$ cat src/rtl/seq_fsm_param.sv
// Parametrised cyclic sequencer: NUM_STATES states in one-hot, inverted one-hot
// or binary encoding, with enable/direction/load control and illegal-state recovery.
//
// state     | meaning
// ----------+-------------------------------------------------
// idx 0     | reset / wrap target when counting up
// idx 1..N-2| intermediate sequence steps
// idx N-1   | last step; leaving it upward wraps to idx 0
// illegal   | cs not a valid encoding; next enabled edge -> idx 0
module seq_fsm_param #(
  parameter int NUM_STATES = 4,
  parameter int OUT_W      = 2,
  parameter int ENCODING   = 0,
  localparam int IDX_W     = ($clog2(NUM_STATES) < 1) ? 1 : $clog2(NUM_STATES),
  localparam int ST_W      = (ENCODING == 2) ? IDX_W : NUM_STATES
) (
  input  logic             clk,
  input  logic             rst,
  input  logic             en,
  input  logic             dir,
  input  logic             load,
  input  logic [IDX_W-1:0] load_idx,
  output logic [OUT_W-1:0] o,
  output logic [IDX_W-1:0] state_idx,
  output logic             wrap,
  output logic             err
);

  localparam logic [IDX_W-1:0] LAST = IDX_W'(NUM_STATES - 1);

  logic [ST_W-1:0]  cs;
  logic [ST_W-1:0]  hot;
  logic [4:0]       hot_cnt;
  logic             cur_legal;
  logic [IDX_W-1:0] cur_idx;
  logic [IDX_W-1:0] nxt_up;
  logic [IDX_W-1:0] nxt_dn;
  logic [OUT_W-1:0] nxt_o;
  logic             load_ok;

  function automatic logic [ST_W-1:0] enc(input logic [IDX_W-1:0] idx);
    logic [ST_W-1:0] e;
    e = '0;
    if (ENCODING == 2) begin
      e = ST_W'(idx);
    end else begin
      e = ST_W'(1) << idx;
      if (ENCODING == 1) e = ~e;
    end
    return e;
  endfunction

  // Decode the state register; illegal patterns report index 0.
  always_comb begin
    hot       = '0;
    hot_cnt   = '0;
    cur_legal = 1'b0;
    cur_idx   = '0;
    if (ENCODING == 2) begin
      cur_legal = (32'(cs) < 32'(NUM_STATES));
      cur_idx   = IDX_W'(cs);
    end else begin
      hot = (ENCODING == 1) ? ~cs : cs;
      for (int b = 0; b < ST_W; b++) begin
        if (hot[b]) begin
          hot_cnt = hot_cnt + 5'd1;
          cur_idx = IDX_W'(b);
        end
      end
      cur_legal = (hot_cnt == 5'd1);
    end
  end

  assign state_idx = cur_legal ? cur_idx : '0;

  always_comb begin
    nxt_up  = (cur_idx == LAST) ? '0 : cur_idx + 1'b1;
    nxt_dn  = (cur_idx == '0) ? LAST : cur_idx - 1'b1;
    nxt_o   = (cur_idx == LAST) ? '0 : OUT_W'(32'(cur_idx) + 32'd1);
    load_ok = (32'(load_idx) < 32'(NUM_STATES));
  end

  always_ff @(posedge clk or posedge rst) begin
    if (rst) begin
      cs   <= enc('0);
      o    <= '0;
      wrap <= 1'b0;
      err  <= 1'b0;
    end else if (load) begin
      wrap <= 1'b0;
      if (load_ok) begin
        cs  <= enc(load_idx);
        err <= 1'b0;
      end else begin
        cs  <= enc('0);
        err <= 1'b1;
      end
    end else if (en) begin
      if (cur_legal) begin
        o   <= nxt_o;
        err <= 1'b0;
        if (!dir) begin
          cs   <= enc(nxt_up);
          wrap <= (cur_idx == LAST);
        end else begin
          cs   <= enc(nxt_dn);
          wrap <= (cur_idx == '0);
        end
      end else begin
        cs   <= enc('0);
        o    <= '0;
        wrap <= 1'b0;
        err  <= 1'b1;
      end
    end else begin
      wrap <= 1'b0;
      err  <= 1'b0;
    end
  end

endmodule
$ cat config.mk
export PLATFORM = sky130hd
export DESIGN_NAME = seq_fsm_param
export DESIGN_NICKNAME = d
export VERILOG_FILES = /design/src/rtl/seq_fsm_param.sv
export SDC_FILE = /design/constraint.sdc
export NUM_CORES = 1
export LEC_CHECK = 0
export BUFFER_PORTS_ARGS = -buffer_cell sky130_fd_sc_hd__buf_2
export CORE_AREA = 10 10 47 49
export CTS_BUF_LIST = sky130_fd_sc_hd__clkbuf_16
export DETAILED_ROUTE_END_ITERATION = 6
export DIE_AREA = 0 0 57 59
export GPL_TIMING_DRIVEN = 0
export PLACE_DENSITY_LB_ADDON = 0.12
export SETUP_SLACK_MARGIN = 0.02
export SKIP_LAST_GASP = 1
export SYNTH_ARGS = -nofsm -noshare
export SYNTH_HDL_FRONTEND = slang
export SYNTH_SLANG_ARGS = --single-unit
$ cat constraint.sdc
create_clock -name clk -period 3.1 [get_ports clk]
set_clock_uncertainty 0.2 [all_clocks]
set_input_delay 0.155 -clock clk [delete_from_list [all_inputs] [get_ports clk]]
set_output_delay 0.155 -clock clk [all_outputs]
set_load 0.005 [all_outputs]
==> flow_metrics.env <==
export IMPL_yosysWarnings=0
export IMPL_via_per_inst=5.104
export IMPL_hp_class="input port to flip-flop"
export IMPL_htree_levels=1
export IMPL_p_comb_share_pct=35.1
export IMPL_required_ns=2.74
export IMPL_insertion_delay_ns=0.23
export IMPL_switching_share_pct=31.95
export IMPL_leakagePower_uw=0.0003776
export IMPL_cts_made_buffers=3
export IMPL_p_per_area_nw_per_um2=699.8
export IMPL_root_buffer="clkbuf_16"
export IMPL_maxCapViolCount=0
export IMPL_cp_max_fo=10
export IMPL_hold_viol=0
export IMPL_synthCells=64
export IMPL_cts_tree="built"
export IMPL_num_vias=490
export IMPL_internal_power_uw=377.2
export IMPL_min_period_ns=2.882
export IMPL_fillers=133
export IMPL_dp_hpwl_um=990.3
export IMPL_grt_max_degree=11
export IMPL_die_w_um=57
export IMPL_gr_total_overflow=0
export IMPL_clock_sinks=8
export IMPL_synth_fp_nets=76
export IMPL_routedWlPerCell_um=12.77
export IMPL_io_pin_count=13
export IMPL_ant_nets=0
export IMPL_synth_seq_area_share_pct=32.07
export IMPL_routabilityCongestion=0.7421
export IMPL_path_clk_slew_ns=0.04
export IMPL_worstMarginPinSlew_ns=0.5280
export IMPL_core_um2=1401
export IMPL_die_area_um2=3363
export IMPL_power_share_clock_pct=39.4
export IMPL_r2r_cells=8
export IMPL_initial_core_util_pct=44.82
export IMPL_yosysUniqueCellTypes=33
export IMPL_total_power_uw=554.3
export IMPL_grt_antenna_before_repair=0
export IMPL_critPathKind="flip-flop to output pin"
export IMPL_synth_area_per_cell_um2=9.814
export IMPL_multi_input_area_um2=377.9
export IMPL_dr_pass1_iters=4
export IMPL_holdWs_ns=0.02272
export IMPL_slew_viol_final=0
export IMPL_antenna_cells=0
export IMPL_end_kind="output pin"
export IMPL_yosys_most_used_dff="dfrtp_1"
export IMPL_grt_pass1_vias=526
export IMPL_drive_gt1_share_pct=31.25
export IMPL_hold_depth=3
export IMPL_start_kind="flip-flop"
export IMPL_fin_crit_sh_pct=92.97
export IMPL_setup_violations=0
export IMPL_mostFrequentLayoutCell="buf_2"
export IMPL_final_cell_mix="buf_2, inv_1, dfrtp_1"
export IMPL_cp_arrival_ns=2.53
export IMPL_instances_no_fill=96
export IMPL_drc_errors=0
export IMPL_synthArstFlopShare_pct=100.0
export IMPL_fmaxAchievable_mhz=347.0
export IMPL_ir_drop_mv=0.5950
export IMPL_post_cts_buffers=0
export IMPL_post_place_cells=91
export IMPL_die_y_um=59
export IMPL_grt_setup_unrepaired="no"
export IMPL_seqPwrFrac_pct=25.4
export IMPL_ctsResizeCount=0
export IMPL_syn2layout_area_growth_pct=26.10
export IMPL_grt_use_total_pct=8.282
export IMPL_grt_pass1_wl_mm=2.277
export IMPL_p_sw_uw=177.1
export IMPL_final_nets=93
export IMPL_wl_mm=1.226
export IMPL_drtIter0Drc=7
export IMPL_status="finished clean"
export IMPL_rows=14
export IMPL_synth_area_um2=628.1
export IMPL_synth_edf_count=0
export IMPL_relSlewSlack_pct=64.71
export IMPL_port_buffers=11
export IMPL_regArea_um2=201.4
export IMPL_cts_max_path_buffers=2
export IMPL_synth_seq_cells=8
export IMPL_fin_setup_tns_ns=0
-- power by group through the flow --
| stage | sequential, uW | clock [uW] | combinational (uW) |
|---|---|---|---|
| final | 141 | 219 | 195 |
| after detailed placement | 143 | 0 | 199 |
| after global placement | 141 | 0 | 195 |
| after floorplan | 141 | 0 | 146 |
| after CTS | 141 | 221 | 200 |
| after global routing | 144 | 228 | 226 |
-- cell usage after synthesis (2+ instances only) --
library cell | number | area, um2
nor3b_1 | 2 | 15.01
dfrtp_1 | 7 | 175.2
ha_1 | 5 | 62.56
nand2_1 | 5 | 18.77
xor2_1 | 2 | 17.52
nor2_1 | 5 | 18.77
o31ai_2 | 2 | 25.02
nand3b_1 | 2 | 15.01
o31ai_1 | 2 | 15.01
inv_1 | 7 | 26.28
o31a_1 | 3 | 26.28
-- cells by family after synthesis --
family                   after synthesis  synth area share, %
AND/OR/NAND/NOR                       21                18.33
AO/OA/AOI/OAI                         15                24.90
buffers and inverters                 11                7.768
flip-flops                             8                32.07
adder cells (fa/ha/maj)                5                9.960
XOR/XNOR                               3                5.380
multiplexers                           1                1.594
-- flip-flops by register name (all words and copies together), names as in the netlist --
name  count
cs        4
err       1
wrap      1
o         2
-- final cells by class --
| cell class | count | share of cell area [%] |
|---|---|---|
| clock inverters | 1 | 0.4739 |
| clock buffers | 3 | 9.479 |
| well taps | 16 | 2.528 |
| repair buffers | 12 | 8.215 |
| flip-flops and latches | 8 | 25.43 |
| plain buffers | 3 | 2.370 |
| multi-input cells | 45 | 47.71 |
| inverters | 8 | 3.791 |
-- layer usage --
layer  wire, um  vias to the layer above  GRT usage (%)
met3         24                        4          1.931
li1           -                      255              -
met4         14                        0          4.027
met2        615                        7          14.26
met1        572                      224          9.367
met5          0                        -              0
-- worst max-delay path, stage by stage (launching register included) --
cell and delay (ns):
dfstp_2 0.54, inv_1 0.05, ha_1 0.38, xor2_1 0.18, ha_1 0.33, nand3b_1 0.18, o311ai_2 0.13, o311ai_4 0.25
nor2_1 0.13, buf_2 0.13
-- metrics by stage --
step | setup slack (ns) | util [%] | area, um2
after detailed placement | 0.4268 | 50.18 | 703.2
after floorplan | 0.6744 | - | 628.1
after global routing | 0.02212 | 56.52 | 792.0
final | 0.2178 | 56.52 | 792.0
after global placement | 0.4599 | 50.18 | 703.2
after CTS | 0.1819 | 56.52 | 792.0
-- worst paths after layout --
kind	start	to	slack [ns]
max in group asynchronous	rst	cs[0]	2.21
max	cs[0]	state_idx[1]	0.22
min	load_idx[1]	cs[3]	0.02
min in group asynchronous	rst	o[0]	0.21
max reg2reg	cs[0]	cs[0]	0.49
min reg2reg	o[1]	o[1]	0.28
-- timing repair --
item	in CTS	in global routing
hold endpoints to repair	8	0
endpoints found under the setup margin	0	0
hold buffers	1	0
No activity file was read; power rests on OpenSTA's default activity.
